<file path="src/rtl/stack_pkg.sv">
// stack_pkg: shared defaults, FSM state type and count-width helper
// for the operand stack controller.
package stack_pkg;

  localparam int DATA_W_D = 8;
  localparam int DEPTH_D  = 16;

  typedef enum logic {
    READY,
    REFILL
  } state_e;

  function automatic int cnt_w(input int depth);
    return $clog2(depth + 1);
  endfunction

endpackage

</file>
<file path="src/rtl/stack_ram.sv">
// stack_ram: single-port spill RAM for the operand stack.
// Synchronous write, registered read, no reset.
module stack_ram #(
  parameter int DATA_W = 8,
  parameter int WORDS  = 14,
  parameter int AW     = 4
) (
  input  logic              clk,
  input  logic              i_we,
  input  logic              i_re,
  input  logic [AW-1:0]     i_addr,
  input  logic [DATA_W-1:0] i_wdata,
  output logic [DATA_W-1:0] o_rdata
);

  logic [DATA_W-1:0] r_mem [WORDS];
  logic [DATA_W-1:0] r_rdata;

  always_ff @(posedge clk) begin
    if (i_we) r_mem[i_addr] <= i_wdata;
    if (i_re) r_rdata <= r_mem[i_addr];
  end

  assign o_rdata = r_rdata;

endmodule

</file>
<file path="src/rtl/stack_ctrl.sv">
// stack_ctrl: TOS/NOS register pair over a spill RAM, with refill FSM.
// Define STACK_CTRL_ERR_EN for the err_clr port and sticky error flags.
module stack_ctrl
  import stack_pkg::*;
#(
  parameter int DATA_W = DATA_W_D,
  parameter int DEPTH  = DEPTH_D
) (
  input  logic                     clk,
  input  logic                     reset,
  input  logic                     push,
  input  logic                     pop,
  input  logic [DATA_W-1:0]        din,
`ifdef STACK_CTRL_ERR_EN
  input  logic                     err_clr,
`endif
  output logic [DATA_W-1:0]        tos,
  output logic [DATA_W-1:0]        nos,
  output logic [cnt_w(DEPTH)-1:0]  count,
  output logic                     empty,
  output logic                     full,
  output logic                     ready,
  output logic                     overflow,
  output logic                     underflow
);

  localparam int CW    = cnt_w(DEPTH);
  localparam int WORDS = DEPTH - 2;
  localparam int AW    = (WORDS > 1) ? $clog2(WORDS) : 1;

  state_e            r_state;
  state_e            w_state_nx;
  logic [DATA_W-1:0] r_tos;
  logic [DATA_W-1:0] r_nos;
  logic [CW-1:0]     r_cnt;
  logic [DATA_W-1:0] w_tos_nx;
  logic [DATA_W-1:0] w_nos_nx;
  logic [CW-1:0]     w_cnt_nx;
  logic [CW-1:0]     w_cnt_m2;
  logic [CW-1:0]     w_cnt_m3;
  logic              w_empty;
  logic              w_full;
  logic              w_we;
  logic              w_re;
  logic [AW-1:0]     w_addr;
  logic [DATA_W-1:0] w_rdata;
  logic              w_ovf_set;
  logic              w_unf_set;

  assign w_empty  = (r_cnt == '0);
  assign w_full   = (r_cnt == CW'(DEPTH));
  assign w_cnt_m2 = r_cnt - CW'(2);
  assign w_cnt_m3 = r_cnt - CW'(3);

  stack_ram #(
    .DATA_W (DATA_W),
    .WORDS  (WORDS),
    .AW     (AW)
  ) u_ram (
    .clk     (clk),
    .i_we    (w_we),
    .i_re    (w_re),
    .i_addr  (w_addr),
    .i_wdata (r_nos),
    .o_rdata (w_rdata)
  );

  always_ff @(posedge clk) begin
    if (reset) begin
      r_state <= READY;
      r_tos   <= '0;
      r_nos   <= '0;
      r_cnt   <= '0;
    end else begin
      r_state <= w_state_nx;
      r_tos   <= w_tos_nx;
      r_nos   <= w_nos_nx;
      r_cnt   <= w_cnt_nx;
    end
  end

  always_comb begin
    w_state_nx = r_state;
    w_tos_nx   = r_tos;
    w_nos_nx   = r_nos;
    w_cnt_nx   = r_cnt;
    w_we       = 1'b0;
    w_re       = 1'b0;
    w_addr     = '0;
    w_ovf_set  = 1'b0;
    w_unf_set  = 1'b0;
    unique case (r_state)
      READY: begin
        if (push && pop && !w_empty) begin
          w_tos_nx = din;
        end else if (push && !w_full) begin
          // NOS spills to RAM only once there is a real entry below TOS
          if (r_cnt >= CW'(2)) begin
            w_we   = 1'b1;
            w_addr = w_cnt_m2[AW-1:0];
          end
          w_nos_nx = r_tos;
          w_tos_nx = din;
          w_cnt_nx = r_cnt + CW'(1);
        end else if (push) begin
          w_ovf_set = 1'b1;
        end else if (pop && !w_empty) begin
          w_tos_nx = r_nos;
          w_cnt_nx = r_cnt - CW'(1);
          if (r_cnt >= CW'(3)) begin
            w_re       = 1'b1;
            w_addr     = w_cnt_m3[AW-1:0];
            w_state_nx = REFILL;
          end else begin
            w_nos_nx = '0;
          end
          if (r_cnt == CW'(1)) w_tos_nx = '0;
        end else if (pop) begin
          w_unf_set = 1'b1;
        end
      end
      REFILL: begin
        w_nos_nx   = w_rdata;
        w_state_nx = READY;
      end
      default: w_state_nx = READY;
    endcase
  end

`ifdef STACK_CTRL_ERR_EN
  logic r_ovf;
  logic r_unf;

  always_ff @(posedge clk) begin
    if (reset) begin
      r_ovf <= 1'b0;
      r_unf <= 1'b0;
    end else begin
      if (w_ovf_set)    r_ovf <= 1'b1;
      else if (err_clr) r_ovf <= 1'b0;
      if (w_unf_set)    r_unf <= 1'b1;
      else if (err_clr) r_unf <= 1'b0;
    end
  end

  assign overflow  = r_ovf;
  assign underflow = r_unf;
`else
  logic w_unused_err;
  assign w_unused_err = w_ovf_set | w_unf_set;
  assign overflow  = 1'b0;
  assign underflow = 1'b0;
`endif

  assign tos   = r_tos;
  assign nos   = r_nos;
  assign count = r_cnt;
  assign empty = w_empty;
  assign full  = w_full;
  assign ready = (r_state == READY);

endmodule

</file>
<file path="config.mk">
export PLATFORM = sky130hd
export DESIGN_NAME = stack_ctrl
export DESIGN_NICKNAME = d
export VERILOG_FILES = /design/src/rtl/stack_pkg.sv /design/src/rtl/stack_ram.sv /design/src/rtl/stack_ctrl.sv
export SDC_FILE = /design/constraint.sdc
export NUM_CORES = 1
export LEC_CHECK = 0
export ABC_AREA = 1
export CAP_MARGIN = 0
export CORE_MARGIN = 2
export CORE_UTILIZATION = 41
export CTS_CLUSTER_DIAMETER = 40
export CTS_CLUSTER_SIZE = 40
export DETAILED_ROUTE_END_ITERATION = 8
export PLACE_DENSITY = 0.54
export REMOVE_ABC_BUFFERS = 1
export SETUP_SLACK_MARGIN = 0.1
export SLEW_MARGIN = 20
export SYNTH_ARGS = -nofsm -noshare
export SYNTH_HDL_FRONTEND = slang
export SYNTH_SLANG_ARGS = --single-unit
</file>
<file path="constraint.sdc">
create_clock -name clk -period 3.85 [get_ports clk]
set_input_delay 0.77 -clock clk [delete_from_list [all_inputs] [get_ports clk]]
set_output_delay 0.77 -clock clk [all_outputs]
set_load 0.02 [all_outputs]
</file>
* Word-level counts from Yosys, hierarchy flattened
Memory sizes are Yosys's and may differ from the RTL's. A register that Yosys moved wholly into a read port is not among the register bits.
Cells that the tools add are included.
** Storage, ports and cells
- Logic and storage cells :: 67
- Bits of input ports :: 12
- Register bits after elaboration :: 22
- RAM bits :: 112
- Output and inout port bits :: 26
- Memories :: 1
** Operators by class
- Multiplexer cells :: 34
- Equality and inequality tests :: 8
- Magnitude comparators :: 2
- Bitwise operators :: 2
- Reductions and logical operators :: 12
- Add/subtract/negate cells :: 4
** Memory list
- u_ram.r_mem :: depth 14, width 8, read ports 1, clocked after memory_dff 1, wr ports 1, RTL line stack_ram.sv:16 : logic [DATA_W-1:0] r_mem [WORDS];
** Operator list (number)
- 2-to-1 mux 8 bit :: 10
- 2-to-1 mux 4 bit :: 7
- case mux 8 bit (2 select lines) :: 1
- 2-to-1 mux 5 bit :: 3
- 2-to-1 mux 1 bit :: 12
- >= comparator 5 x 2 -> 1 bit, second input constant :: 2
- AND reduction 4 bit :: 2
- subtractor 4 x 2 -> 4 bit, second input constant :: 2
- != test 3 x 1 -> 1 bit, second input constant :: 2
- adder 5 x 1 -> 5 bit, second input constant :: 1
- equality test 5 x 1 -> 1 bit, second input constant :: 1
- equality test 5 bit, second input constant :: 1
- zero test 5 bit :: 1
- subtractor 5 x 1 -> 5 bit, second input constant :: 1
- logical AND 1 bit :: 4
- != test 3 x 2 -> 1 bit, second input constant :: 1
- != test 3 bit, second input constant :: 1
- AND reduction 3 bit :: 1
- nonzero test 3 bit :: 1
- zero test 1 bit :: 2
- != test 2 x 1 -> 1 bit, second input constant :: 1
- != test 2 bit, second input constant :: 1
- inverter 1 bit :: 2
- case mux 1 bit (2 select lines) :: 1
- nonzero test 2 bit :: 1

* Longest topological paths before layout
Gate-level depths: netlist of the first run.
- Word-level depth :: 8
- Gate-level depth with buffers :: 19
- Depth with buffers taken out :: 17

* Hierarchy
Synthesis of the first run repeated with hierarchy kept, for this count alone.
** Second synthesis, totals
- Cell total of the unflattened synthesis :: 736
- Area, all modules :: 6732.7 sq um
** By module, submodules not included
- stack_ram :: cells an instance 454, seq. area each 3603.5 sq um, times used 1, area an instance 4938.5 sq um
- stack_ctrl :: cells an instance 282, seq. area each 440.4 sq um, times used 1, area an instance 1794.2 sq um

* Least setup slack after synthesis of the first run
No wires, ideal clock.
- Path type :: flip-flop to flip-flop
- Start point :: reg r_cnt[0] (netlist: count[0])
- End point :: mem u_ram.r_mem[0][0], enable pin
- Arrival time :: 2.397 ns
- Setup slack :: 1.083 ns
- Clock period less this slack :: 2.767 ns
- Library setup time :: 0.370 ns
- Data required time :: 3.480 ns
- Buffers on the path :: 3
- Stages on the path, launching flop included :: 13
- Path through :: dfxtp_1 inv_1 ha_1 nand3_2 nand2_2 buf_6 nor2_1 nor2_4 nand2_2 buf_6 buf_2 nand3_1 nor2_1
** On the way
- Cells in the longest elaborated chain, start to end :: 8
- Elaborated cells between the ends (all ways) :: 24
- Classes of those cells :: add/sub (2); order compare (2); eq/ne (1); mux (13); reduce/logical (6)
** Ends and longest elaborated chain
- start, declared :: RTL line stack_ctrl.sv:35 : logic [CW-1:0] r_cnt;
- start signal, assigned :: RTL line stack_ctrl.sv:78 : r_cnt <= w_cnt_nx;
- branches (longest 8 deep; another with subtractor 4 x 2 -> 4 bit)
- end, declared :: RTL line stack_ram.sv:16
Parallel ways; which one is timed is not known.

* Final worst setup path of the first run
- Start point :: reg r_cnt[0] (netlist: count[0])
- End point :: mem u_ram.r_mem[3][7], enable pin
The elaborated chain is that of the path after synthesis.

==> results of run 1 <==
## tightest hold or removal path: stages, from the launching register on
cell and delay [ns]:
dfxtp_1 0.33, nand3_1 0.08, a31oi_1 0.07
## sequential cells by signal, indices dropped and copies added, names as in the netlist
| signal | count |
|---|---|
| u_ram.r_mem | 112 |
| nos | 8 |
| tos | 8 |
| u_ram.o_rdata | 8 |
| count | 5 |
| r_state | 1 |
## metrics by stage
| stage | setup slack, ns | area [µm²] |
|---|---|---|
| floorplan | 0.371 | 6230 |
| global placement | 0.592 | 7050 |
| detailed placement | 0.537 | 7050 |
| CTS | 0.808 | 7620 |
| global route | 0.548 | 7620 |
| finish | 0.828 | 7620 |
## cell usage in the layout, fill, tap and decap left out, drive strengths merged
| master | instances |
|---|---|
| a31oi | 16 |
| xnor2 | 2 |
| clkinvlp | 4 |
| nand4 | 2 |
| nor2 | 28 |
| dfxtp | 22 |
| buf | 32 |
| xor2 | 3 |
| ha | 9 |
| clkbuf | 17 |
| nand3 | 87 |
| conb | 2 |
| o31ai | 1 |
| inv | 36 |
| nand2 | 258 |
| edfxtp | 120 |
| o21ai | 14 |
| clkinv | 5 |
| bufinv | 1 |
| o211ai | 1 |
| a21oi | 22 |
| nor3 | 2 |
| clkdlybuf4s50 | 35 |
| a21o | 1 |
## layout make-up
class                      instances  area [µm²]  area share (%)
clock inverter                    15         136            1.79
multi-input combinational        448        2070            27.2
tap                              188         235            3.09
clock buffer                      17         425            5.59
inverter                          31         116            1.53
timing repair buffer              67         591            7.75
sequential                       142        4040            53.1
## power groups by stage
stage          clock [mW]  sequential (mW)  combinational (mW)
6_report             1.55             2.11                2.66
5_1_grt              1.64             2.13                2.97
4_1_cts              1.57             2.12                2.68
3_5_place_dp            0             2.15                2.67
3_3_place_gp            0             2.15                2.67
2_1_floorplan           0             2.23                1.57
## synthesized netlist by cell type
master / count / share of area, %
a21o_1: 1 / 0.12
a21oi_1: 21 / 1.6
a21oi_2: 1 / 0.14
a31oi_1: 16 / 1.6
buf_2: 18 / 1.4
buf_4: 3 / 0.35
buf_6: 4 / 0.70
clkbuf_1: 5 / 0.29
conb_1: 1 / 0.059
dfxtp_1: 22 / 6.9
edfxtp_1: 120 / 56
ha_1: 9 / 1.8
inv_1: 25 / 1.5
inv_2: 6 / 0.35
nand2_1: 252 / 15
nand2_2: 6 / 0.59
nand3_1: 85 / 6.6
nand3_2: 2 / 0.31
nand4_1: 2 / 0.20
nor2_1: 22 / 1.3
nor2_2: 3 / 0.29
nor2_4: 3 / 0.53
nor3_1: 1 / 0.078
nor3_4: 1 / 0.25
o211ai_1: 1 / 0.12
o21ai_0: 13 / 1.0
o21ai_1: 1 / 0.078
o31ai_1: 1 / 0.12
xnor2_1: 2 / 0.27
xor2_1: 3 / 0.41
## per-layer routing
metal	wire (µm)	global-route usage [%]	share of wire, %
met2	8050	34.5	49
met3	618	3.99	3.8
met5	0	0	0
met4	342	8.38	2.1
met1	7300	27.4	45
## logic make-up after synthesis
family                     after synthesis  synth area share (%)
xor gates and xnor gates                 5                 0.684
other                                    1                0.0586
and+or+nand+nor                        377                  25.0
AOI/OAI and AO/OA                       55                  4.79
adders and majority gates                9                  1.76
DFF                                    142                  63.2
buffers and inverters                   61                  4.57
## final timing paths
kind / cells past startpoint / endpoint / slack (ns)
worst max-delay path: 14 / u_ram.r_mem[3][7] / 0.83
worst min-delay path: 2 / nos[2] / 0.53
worst max register to register: 14 / u_ram.r_mem[3][7] / 0.83
worst min register to register: 2 / nos[2] / 0.53
==> results.yml, run 1 <==
power:
  seqPwrFrac_pct: 33.4
  p_comb_share_pct: 42.1
  ir_drop_mv: 0.332
  total_power_mw: 6.33
  p_sw_mw: 2.64
  cellPowerDensity_mw_per_mm2: 831
  p_int_mw: 3.69
  p_sw_share_pct: 41.7
  p_clk_share_pct: 24.5
  leakagePower_nw: 3.08
worst_setup_path:
  crit_chain: "inv_1 > ha_1 > nand3_2 > nand2_2 > inv_2 > nand2_2 > inv_2 > nand2_1 > nand2_1 > nand2_2 > inv_2 > nand4_1 > nor2_1 > buf_4"
  crit_path_max_fanout: 12
  cp-end-kind: "register"
  worstSetupStartpoint: "count[0]"
  path_buf_inv: 5
  slowest_delay_ns: 0.48
  cp_slowest_cell: "dfxtp_1"
  crit_family: "simple AND/OR/NAND/NOR gates"
  reg2reg_from: "count[0]"
  cp_data_arrival_time_ns: 3.15
  cp.required_ns: 3.98
  path_class: "register to register"
  startpoint_type: "register"
timing:
  fin_crit_sh_pct: 78.5
  maxSlewViolCount: 0
  tns_ns: 0
  setup_viol: 0
  grt_setup_unrepaired: "false"
  layout_min_cycle_time_ns: 3.02
  clock_skew_ns: 0.00729
  fmax_ghz: 0.331
  slew_headroom_pct: 51.9
  worst_slew_pin_slew_ns: 0.719
  report.final.hold_viol_count: 0
  fin_hold_ws_ns: 0.532
grt:
  grt_max_degree: 57
  grt_pass1_vias: 4649
  grt_pass1_wl_mm: 25.3
  grt_antenna_before_repair: 0
  grt-ovfl-total: 0
  grt_usage_pct: 20.9
floorplan:
  die_area_mm2: 0.0166
  dieWidth_um: 129
  fp.dieH_um: 129
  initial_core_util_pct: 42.1
  ioPinCount: 38
  coreArea_mm2: 0.0152
  rows: 45
yosys:
  ys_types: 30
  synthCells: 650
  syn_area_per_cell_um2: 9.85
  netlist_area_mm2: 0.00640
  synth-seq-cells: 142
  yosysWarnings: 0
  ys_seq_area_share_pct: 63.2
status:
  status: "finished, final reports clean"
place:
  hpwl_mm: 10.9
  dp_cells: 876
  numPortBuffers: 35
  place.gp.congestion: 0.872
drt:
  num_vias: 4664
  avgViaCountPerCell: 5.14
  drt-pass1-iter-count: 5
  ant_nets: 0
  routed_wl_mm: 16.3
  drt-initial-drc-count: 417
  drc: 0
  routedWlPerCell_um: 18.0
finish:
  num_antenna_cells: 0
  area_delta_synth_final_pct: 19.0
  fin_cells: 908
  nets: 728
  fillers: 1416
  post_route_cells_drive_above_1_share_pct: 11.9
  fin_util_pct: 50.1
min_path:
  hold_start: "tos[2]"
  hp-class: "register to register"
cts:
  worstSkewPairLatency_ns: 0.42
  clk_pin_slew_ns: 0.06
  cts_tree: "done"
  ctsLongestPathBuffers: 2
  cts_max_level: 4
  cts_sinks: 142
  postCtsSetupBuffers: 0
  cts_buffers: 17
  clockRootBuffer: "clkbuf_16"
  postCtsHoldBufs: 0
  cts-resized-gates: 0
flow_run:
  cap_viol_max_count: 0
Note: power is estimated with default switching activity, not from simulation.
==> run 2: changes to the inputs <==
--- a/config.mk
+++ b/config.mk
@@ -12,7 +12,7 @@
 export CTS_CLUSTER_DIAMETER = 40
 export CTS_CLUSTER_SIZE = 40
 export DETAILED_ROUTE_END_ITERATION = 8
-export PLACE_DENSITY = 0.54
+export PLACE_DENSITY = 0.57
 export REMOVE_ABC_BUFFERS = 1
 export SETUP_SLACK_MARGIN = 0.1
 export SLEW_MARGIN = 20
==> constraint.sdc (replaced) <==
create_clock -name clk -period 2.5 [get_ports clk]
set_input_delay 0.5 -clock clk [delete_from_list [all_inputs] [get_ports clk]]
set_output_delay 0.5 -clock clk [all_outputs]
set_load 0.02 [all_outputs]
==> results.yml, run 2 (synthesis results as in run 1) <==
status:
  status: "finished, final reports clean"
place:
  place_area_mm2: 0.00733
  numPortBuffers: 35
  place.gp.congestion: 0.845
  dpl_worst_slack_ns: -0.165
  hpwl_mm: 11.1
finish:
  area_delta_synth_final_pct: 29.1
  num_antenna_cells: 0
  largest_reg_flops: 112
  fin_util_pct: 54.4
  post_route_cells_drive_above_1_share_pct: 19.5
  fin_area_mm2: 0.00826
  top_register: "u_ram.r_mem"
  nets: 777
  layout_commonest_cell: "nand2_1"
  final_cell_mix: "nand2_1 (247), edfxtp_1 (120), nand3_1 (82), buf_4 (66), clkdlybuf4s50_1 (34)"
worst_setup_path:
  startpoint_type: "register"
  worstSetupEndpoint: "u_ram.o_rdata[5]"
  r2r_end: "u_ram.o_rdata[5]"
  crit_path_max_fanout: 13
  reg2reg_from: "count[2]"
  worstSetupStartpoint: "count[2]"
  reg2reg_depth: 15
  path_class: "register to register"
  cp-end-kind: "register"
  cp.required_ns: 2.67
  cp_data_arrival_time_ns: 2.46
  r2r_setup_slack_ns: 0.22
drt:
  routedWlPerCell_um: 18.4
  ant_nets: 0
  num_vias: 4998
  drc: 0
  drt-initial-drc-count: 600
  avgViaCountPerCell: 5.22
  drt-pass1-iter-count: 5
  routed_wl_mm: 17.6
timing:
  fmax_ghz: 0.438
  grt_setup_unrepaired: "true"
  maxSlewViolCount: 0
  layout_min_cycle_time_ns: 2.28
  layout_setup_ws_ns: 0.217
  clock_skew_ns: 0.00645
  fin_crit_sh_pct: 91.3
  setup_viol: 0
  report.final.hold_viol_count: 0
  tns_ns: 0
grt:
  top_usage_layer: "met2"
  use_met1_pct: 26.6
  grt_pass1_wl_mm: 25.6
  grt_use_met2_pct: 34.6
  grtUsageMet3_pct: 4.53
  grt_max_degree: 54
  grt_usage_pct: 21.0
  grt_antenna_before_repair: 0
  grt-ovfl-total: 0
  grt_pass1_vias: 4748
cts:
  postCtsHoldBufs: 0
  clk_pin_slew_ns: 0.06
  cts_sinks: 142
  clockRootBuffer: "clkbuf_16"
  ctsLongestPathBuffers: 2
  cts_buffers: 17
  cts_max_level: 4
  cts_tree: "done"
  worstSkewPairLatency_ns: 0.42
floorplan:
  ioPinCount: 38
  initial_core_util_pct: 42.1
  die_area_mm2: 0.0166
  fp.dieH_um: 129
  rows: 45
  dieWidth_um: 129
  coreArea_mm2: 0.0152
power:
  leakagePower_nw: 3.42
  total_power_mw: 11.0
  ir_drop_mv: 0.603
  cellPowerDensity_mw_per_mm2: 1330
flow_run:
  cap_viol_max_count: 0
min_path:
  hp-class: "register to register"
-- run 2: stage by stage --
stage          hold slack [ns]  std cells
2_1_floorplan            0.506        621
3_3_place_gp             0.522        905
3_5_place_dp             0.533        905
4_1_cts                  0.538        937
5_1_grt                  0.564        957
6_report                 0.533        957
-- run 2: worst min-delay path by stage --
stage	startpoint	endpoint	slack [ns]	depth (start not counted)
6_report	tos[3]	nos[3]	0.53	2
4_1_cts	tos[3]	nos[3]	0.54	2
3_3_place_gp	tos[3]	nos[3]	0.52	2
3_5_place_dp	tos[1]	nos[1]	0.53	2
2_1_floorplan	u_ram.o_rdata[6]	nos[6]	0.51	2
5_1_grt	tos[1]	nos[1]	0.56	2
-- run 2: worst max-delay path: stages (launching register included) --
cell,delay [ns]
dfxtp_1,0.32
inv_2,0.10
ha_1,0.15
nand2_1,0.07
nand3_2,0.09
nand2_2,0.06
nor2_4,0.15
nand2_2,0.10
nand2_8,0.13
nand2_8,0.11
clkbuf_16,0.21
buf_4,0.15
nand2_1,0.05
a21oi_1,0.10
a21oi_2,0.16
nand2_1,0.07
-- run 2: cell type report --
cell class                 instances  area (µm²)
fill                            1335        6940
sequential                       142        4050
multi-input combinational        448        2190
timing repair buffer             116        1120
clock buffer                      19         433
tap                              188         235
clock inverter                    13         124
inverter                          31         116
-- run 2: repair_timing --
item	in CTS	in global routing
gates cloned	0	6
pin swaps	1	12
endpoints found under the setup margin	47	122
resized for setup	3	34
setup buffers	0	14
-- run 2: power by group --
part           leakage (nW)  switching (mW)  internal [mW]
Sequential             1.29           0.176           3.06
Combinational          1.86            3.29           2.10
Clock                 0.269           0.933           1.45
-- run 2: metal layers --
metal | wire [µm] | vias up | part of all wire [%]
met2 | 8760 | 127 | 50
met5 | 0 | - | 0
li1 | - | 2415 | -
met1 | 7720 | 2434 | 44
met4 | 386 | 0 | 2.2
met3 | 772 | 22 | 4.4
==> run 3: changes to the inputs <==
--- a/config.mk
+++ b/config.mk
@@ -10,7 +10,7 @@
 export CORE_MARGIN = 2
 export CORE_UTILIZATION = 41
 export CTS_CLUSTER_DIAMETER = 40
-export CTS_CLUSTER_SIZE = 40
+export CTS_CLUSTER_SIZE = 25
 export DETAILED_ROUTE_END_ITERATION = 8
 export PLACE_DENSITY = 0.57
 export REMOVE_ABC_BUFFERS = 1
==> results of run 3 <==
The final DEF is identical to that of run 2; final timing and power are the same.
